<file path="config.mk">
export PLATFORM = sky130hd
export DESIGN_NAME = branch_target_predictor
export DESIGN_NICKNAME = d
export VERILOG_FILES = /design/src/rtl/riscv_bp_pkg.sv /design/src/rtl/bp_sat_counter.sv /design/src/rtl/branch_target_predictor.sv
export SDC_FILE = /design/constraint.sdc
export NUM_CORES = 2
export LEC_CHECK = 0
export BUFFER_PORTS_ARGS = -buffer_cell sky130_fd_sc_hd__buf_2
export CORE_MARGIN = 5
export CORE_UTILIZATION = 35
export CTS_CLUSTER_DIAMETER = 30
export DETAILED_ROUTE_END_ITERATION = 8
export GPL_TIMING_DRIVEN = 0
export PLACE_DENSITY = 0.6
export SYNTH_ARGS = -nofsm -noshare
export SYNTH_HDL_FRONTEND = slang
export SYNTH_HIERARCHICAL = 1
export SYNTH_SLANG_ARGS = --single-unit
</file>
<file path="constraint.sdc">
create_clock -name clk -period 4.6 [get_ports clk]
set_input_delay 0.69 -clock clk [delete_from_list [all_inputs] [get_ports clk]]
set_output_delay 0.69 -clock clk [all_outputs]
set_load 0.03 [all_outputs]
</file>
<file path="src/rtl/riscv_bp_pkg.sv">
// Shared branch-predictor definitions: 2-bit counter encodings and PC slicing helpers.
package riscv_bp_pkg;

    localparam logic [1:0] CTR_SNT   = 2'b00;
    localparam logic [1:0] CTR_WNT   = 2'b01;
    localparam logic [1:0] CTR_WT    = 2'b10;
    localparam logic [1:0] CTR_ST    = 2'b11;
    localparam logic [1:0] CTR_RESET = CTR_WNT;
    localparam logic [1:0] CTR_ALLOC = CTR_WT;

    // Callers cast the result down to their IDX_W / TAG_W width.
    function automatic logic [31:0] pc_idx(input logic [31:0] pc);
        return pc >> 2;
    endfunction

    function automatic logic [31:0] pc_tag(input logic [31:0] pc, input int idx_w);
        return pc >> (idx_w + 2);
    endfunction

endpackage

</file>
<file path="src/rtl/bp_sat_counter.sv">
// 2-bit saturating counter next-state: count up on taken, down on not-taken, clamp at the ends.
module bp_sat_counter
    import riscv_bp_pkg::*;
(
    input  logic [1:0] ctr,
    input  logic       taken,
    output logic [1:0] ctr_next
);

    always_comb begin
        ctr_next = ctr;
        if (taken) begin
            if (ctr != CTR_ST) ctr_next = ctr + 2'd1;
        end else begin
            if (ctr != CTR_SNT) ctr_next = ctr - 2'd1;
        end
    end

endmodule

</file>
<file path="src/rtl/branch_target_predictor.sv">
// Direct-mapped BTB with 2-bit counters: combinational next-PC lookup, registered update from EX.
module branch_target_predictor
    import riscv_bp_pkg::*;
#(
    parameter int ENTRIES = 16,
    parameter int IDX_W   = $clog2(ENTRIES),
    parameter int TAG_W   = 32 - IDX_W - 2
) (
    input  logic        clk,
    input  logic        rst,
    input  logic [31:0] PC,
    output logic        pred_hit,
    output logic        pred_taken,
    output logic [31:0] pred_target,
    input  logic        upd_valid,
    input  logic [31:0] upd_pc,
    input  logic        upd_taken,
    input  logic [31:0] upd_target,
    input  logic        upd_pred_taken,
    output logic [15:0] mispredict_cnt
);

    logic [ENTRIES-1:0] vld_q;
    logic [TAG_W-1:0]   tag_q [ENTRIES];
    logic [31:0]        tgt_q [ENTRIES];
    logic [1:0]         ctr_q [ENTRIES];
    logic [15:0]        cnt_q;

    logic [IDX_W-1:0] lk_idx, up_idx;
    logic [TAG_W-1:0] lk_tag, up_tag;
    logic             lk_hit, up_hit;
    logic [1:0]       up_ctr_next;
    logic             mispredict;

    assign lk_idx = IDX_W'(pc_idx(PC));
    assign lk_tag = TAG_W'(pc_tag(PC, IDX_W));
    assign up_idx = IDX_W'(pc_idx(upd_pc));
    assign up_tag = TAG_W'(pc_tag(upd_pc, IDX_W));

    // Lookup reads current state only; a same-cycle update becomes visible next cycle.
    assign lk_hit      = vld_q[lk_idx] && (tag_q[lk_idx] == lk_tag);
    assign pred_hit    = lk_hit;
    assign pred_taken  = lk_hit && ctr_q[lk_idx][1];
    assign pred_target = lk_hit ? tgt_q[lk_idx] : PC + 32'd4;

    assign up_hit = vld_q[up_idx] && (tag_q[up_idx] == up_tag);

    bp_sat_counter u_sat (
        .ctr      (ctr_q[up_idx]),
        .taken    (upd_taken),
        .ctr_next (up_ctr_next)
    );

    // A taken/taken prediction still counts as wrong if a hit entry held a stale target.
    assign mispredict = upd_valid &&
                        ((upd_taken != upd_pred_taken) ||
                         (upd_taken && upd_pred_taken && up_hit && (tgt_q[up_idx] != upd_target)));

    // upd_valid is a one-cycle strobe with no backpressure: when high at an edge, upd_* are consumed.
    always_ff @(posedge clk) begin
        if (rst) begin
            vld_q <= '0;
            for (int i = 0; i < ENTRIES; i++) begin
                tag_q[i] <= '0;
                tgt_q[i] <= '0;
                ctr_q[i] <= CTR_RESET;
            end
            cnt_q <= '0;
        end else begin
            if (upd_valid) begin
                if (up_hit) begin
                    ctr_q[up_idx] <= up_ctr_next;
                    if (upd_taken) tgt_q[up_idx] <= upd_target;
                end else if (upd_taken) begin
                    vld_q[up_idx] <= 1'b1;
                    tag_q[up_idx] <= up_tag;
                    tgt_q[up_idx] <= upd_target;
                    ctr_q[up_idx] <= CTR_ALLOC;
                end
            end
            if (mispredict) cnt_q <= cnt_q + 16'd1;
        end
    end

    assign mispredict_cnt = cnt_q;

endmodule
</file>
==> out/qor.txt <==
result of the run: finished with violations
number of synthesized flops with an enable pin: 960
hold crit path type: in2reg
Syn Std Cell Area: 54700 um2
Hold Fails Final Rpt: 0
First DRT Iteration DRCs: 7670
critical path endpoint category: output pin
multiplexer area fraction after synthesis: 0.241
maximum buffer depth of the clock tree: 3
maximum number of pins on one net before global-route repair: 27
least setup slack across all paths after layout: -489 ps
commonest non-fill, non-tap cells in the layout: 960 x sky130_fd_sc_hd__edfxtp_1, 854 x sky130_fd_sc_hd__and2_1, 499 x sky130_fd_sc_hd__mux4_2
clock tree from TritonCTS: done
fraction of the cycle the final worst path needs: 1.11
horizontal die dimension: 406 um
Syn-to-layout area delta: 25.1%
share of synthesized area occupied by flip-flops and latches: 0.538
gr usage total: 0.300
residual DRC count: 16
PD cells: 435 nW/um2
min Tclk post-route: 5090 ps
H-tree depth reported by CTS: 4
number of different library cells in the post-synthesis netlist: 71
total negative setup slack: -162720 ps
startpoint of the most critical register-to-register path: tag_q[10][8]
critical path launch point: PC[3]
total global routing overflow: 0
WP data required: 3910 ps
DP HPWL: 166000 um
global-route wire length before repair: 334000 um
largest voltage drop on the vdd net: 0.000507 V
Mean Syn Cell Area: 15.0 um2
Synth Area in Compound Gates: 0.0269
Design Power: 29.8 mW
average routed wire per standard cell: 39.7 um
non-filler cells in the finished layout: 6365
last weighted congestion value of the routability-driven placer: 0.962
commonest non-fill, non-tap cell in the layout: sky130_fd_sc_hd__edfxtp_1
startpoint class of the critical path: input pin
die outline area: 164000 um2
proportion of synthesized flip-flops having asynchronous set or reset: 0
post-layout util: 0.440
Synth Area in XOR/XNOR: 0.0195
number of vias in the routed layout: 41306
transition at the pin with the smallest max-transition slack: 1590 ps
vias in the first global route: 39503
height of the die: 406 um
final-stage net count: 4204
CTS Buf Count: 215
clock-pin slew on the worst setup and hold paths: 50 ps
violations in the final reports: design-rule violations, max-capacitance violations, max-slew violations, negative setup slack
ratio of routed vias to standard cells: 6.49
main combinational cell family by area after synthesis: multiplexers
Core Rows: 145
worst hold slack across all endpoints: 235 ps
fraction of layout instances using a drive strength above 1: 0.331
clock sink total: 992
Max Transition Viols Final: 9
Most used DFF post-synth: sky130_fd_sc_hd__edfxtp_1
count of port buffers added during placement: 123
Detailed Routing Iterations Pass 1: 9
setup repair after global routing missed its margin: true
data arrival at the endpoint of the critical path: 4400 ps
Max Fclk: 196 MHz
post-synthesis register bit count: 992
Root Driver: sky130_fd_sc_hd__clkbuf_16
hold path startpoint: upd_pc[8]
area of the core region: 156000 um2
final worst clock skew: 60.4 ps
starting density of the core: 0.351
fill cell count: 13796
Leak Pwr: 24.1 nW
combined area of the multi-input logic cells: 24400 um2
number of warning messages in the yosys log: 6
post-synthesis cell count: 3661
synthesized net count: 3765
Detail Route Antenna Nets: 0
initial antenna violation count: 50
post-synthesis share of cell area spent on and, or, nand and nor gates: 0.139
start-to-end type of the worst setup path: in2out
clock latency of the later-clocked register in the worst-skew pair: 870 ps
max cap viols: 1
cell total after placement: 5876
total area of sequential cells: 29500 um2
setup violation total in the final timing report: 917
critical path fanouts, max: 12
Post-Route WL: 252000 um
normalized max-slew margin: -0.0615
area share of fa/ha/maj cells after synthesis: 0.00110
number of placed I/O pins: 151
per-stage QoR:
stage	setup WS, ps	instance area [um2]
final	-489	68500
after global routing	-485	68400
after CTS	-576	68100
after detailed placement	-3320	59000
after global placement	-3790	58000
after floorplan	-83.1	54800
path summary, 6_finish.rpt:
| path | endpoint | slack, ps | cells after the start |
|---|---|---|---|
| setup / recovery | pred_target[0] | -490 | 14 |
| hold / removal | tag_q[11][2] | 240 | 2 |
| setup reg to reg | tag_q[5][23] | -20 | 12 |
| hold reg to reg | vld_q[6] | 470 | 1 |
logic make-up after synthesis:
family	after synthesis
simple gates	1269
flops	992
mux	683
buf+inv	387
compound gates	203
xor+xnor	122
fa+ha+maj	5
cell usage after synthesis, types with 3 or more instances:
master / instances / area share
sky130_fd_sc_hd__ha_1: 3 / 0.00069
sky130_fd_sc_hd__o311ai_0: 3 / 0.00048
sky130_fd_sc_hd__o22ai_1: 9 / 0.0010
sky130_fd_sc_hd__dfxtp_1: 32 / 0.012
sky130_fd_sc_hd__a221oi_2: 3 / 0.00082
sky130_fd_sc_hd__a22o_1: 14 / 0.0022
sky130_fd_sc_hd__o31ai_1: 10 / 0.0014
sky130_fd_sc_hd__nor4_1: 81 / 0.0093
sky130_fd_sc_hd__a221oi_1: 17 / 0.0027
sky130_fd_sc_hd__o41ai_1: 3 / 0.00048
sky130_fd_sc_hd__xor2_1: 43 / 0.0069
sky130_fd_sc_hd__mux4_2: 499 / 0.21
sky130_fd_sc_hd__buf_6: 29 / 0.0060
sky130_fd_sc_hd__a211oi_1: 7 / 0.00096
sky130_fd_sc_hd__a21o_1: 19 / 0.0026
sky130_fd_sc_hd__nand3_1: 30 / 0.0027
sky130_fd_sc_hd__and3_1: 16 / 0.0018
sky130_fd_sc_hd__clkbuf_1: 235 / 0.016
sky130_fd_sc_hd__mux2_2: 39 / 0.0080
sky130_fd_sc_hd__nor2b_1: 22 / 0.0025
sky130_fd_sc_hd__a22oi_1: 39 / 0.0053
sky130_fd_sc_hd__nand2_1: 64 / 0.0044
sky130_fd_sc_hd__or4_1: 8 / 0.0011
sky130_fd_sc_hd__and4_1: 4 / 0.00064
sky130_fd_sc_hd__nand2b_1: 7 / 0.00080
sky130_fd_sc_hd__buf_1: 27 / 0.0019
sky130_fd_sc_hd__nor2_1: 44 / 0.0030
sky130_fd_sc_hd__and2_1: 855 / 0.098
sky130_fd_sc_hd__or2_2: 19 / 0.0022
sky130_fd_sc_hd__xnor2_1: 79 / 0.013
sky130_fd_sc_hd__inv_2: 4 / 0.00027
sky130_fd_sc_hd__or3_1: 4 / 0.00046
sky130_fd_sc_hd__mux2i_1: 133 / 0.024
sky130_fd_sc_hd__mux2_4: 12 / 0.0033
sky130_fd_sc_hd__a41oi_1: 3 / 0.00048
sky130_fd_sc_hd__nor3_1: 58 / 0.0053
sky130_fd_sc_hd__a211o_1: 3 / 0.00048
sky130_fd_sc_hd__edfxtp_1: 960 / 0.53
sky130_fd_sc_hd__nand4_1: 45 / 0.0051
sky130_fd_sc_hd__a21oi_1: 18 / 0.0016
sky130_fd_sc_hd__o21ai_0: 40 / 0.0037
sky130_fd_sc_hd__inv_1: 8 / 0.00055
sky130_fd_sc_hd__buf_4: 23 / 0.0032
sky130_fd_sc_hd__buf_2: 58 / 0.0053
sequential cells by signal, summed over array words and instances, names as in the netlist:
| name | cells |
|---|---|
| vld_q | 16 |
| mispredict_cnt | 16 |
| tag_q | 416 |
| tgt_q | 512 |
| ctr_q | 32 |
power breakdown:
part	switching (mW)	internal, mW
logic	2.21	1.41
registers	0.259	10.4
clock network	5.25	10.2
timing repair:
| item | 4_1_cts | 5_1_grt |
|---|---|---|
| endpoints found under the hold margin | 0 | 0 |
| endpoints found under the setup margin | 1418 | 889 |
| hold buffers | 0 | 0 |
| buffers inserted | 36 | 15 |
| pin swaps | 22 | 18 |
| gates cloned | 15 | 6 |
| gates resized for setup | 378 | 97 |
cell type report:
type                            count  area share
Multi-Input combinational cell   2296       0.356
Clock inverter                    147      0.0244
Timing Repair Buffer              214      0.0337
Sequential cell                   992       0.430
Antenna cell                       27    0.000986
Tap cell                         2058      0.0376
Inverter                           13    0.000712
Buffer                            368      0.0351
Clock buffer                      250      0.0812
metal layers:
metal | vias to the layer above | part of all wire | wire length, um | global-route usage
li1 | 15272 | - | - | -
met1 | 21027 | 0.35 | 87600 | 0.372
met2 | 3989 | 0.41 | 102000 | 0.415
met3 | 994 | 0.17 | 43300 | 0.153
met4 | 24 | 0.075 | 19000 | 0.181
met5 | - | 0.00069 | 175 | 0
worst max-delay path: stages:
cell                        delay [ps]
sky130_fd_sc_hd__buf_4             190
sky130_fd_sc_hd__buf_12            180
sky130_fd_sc_hd__buf_16            190
sky130_fd_sc_hd__clkbuf_16         190
sky130_fd_sc_hd__mux4_2            320
sky130_fd_sc_hd__mux4_2            590
sky130_fd_sc_hd__xnor2_4           280
sky130_fd_sc_hd__nand4_1           160
sky130_fd_sc_hd__or4_4             540
sky130_fd_sc_hd__nor4_4            240
sky130_fd_sc_hd__buf_8             230
sky130_fd_sc_hd__buf_12            130
sky130_fd_sc_hd__mux2_4            290
sky130_fd_sc_hd__buf_6             140
No activity file was read; power rests on OpenSTA's default activity.
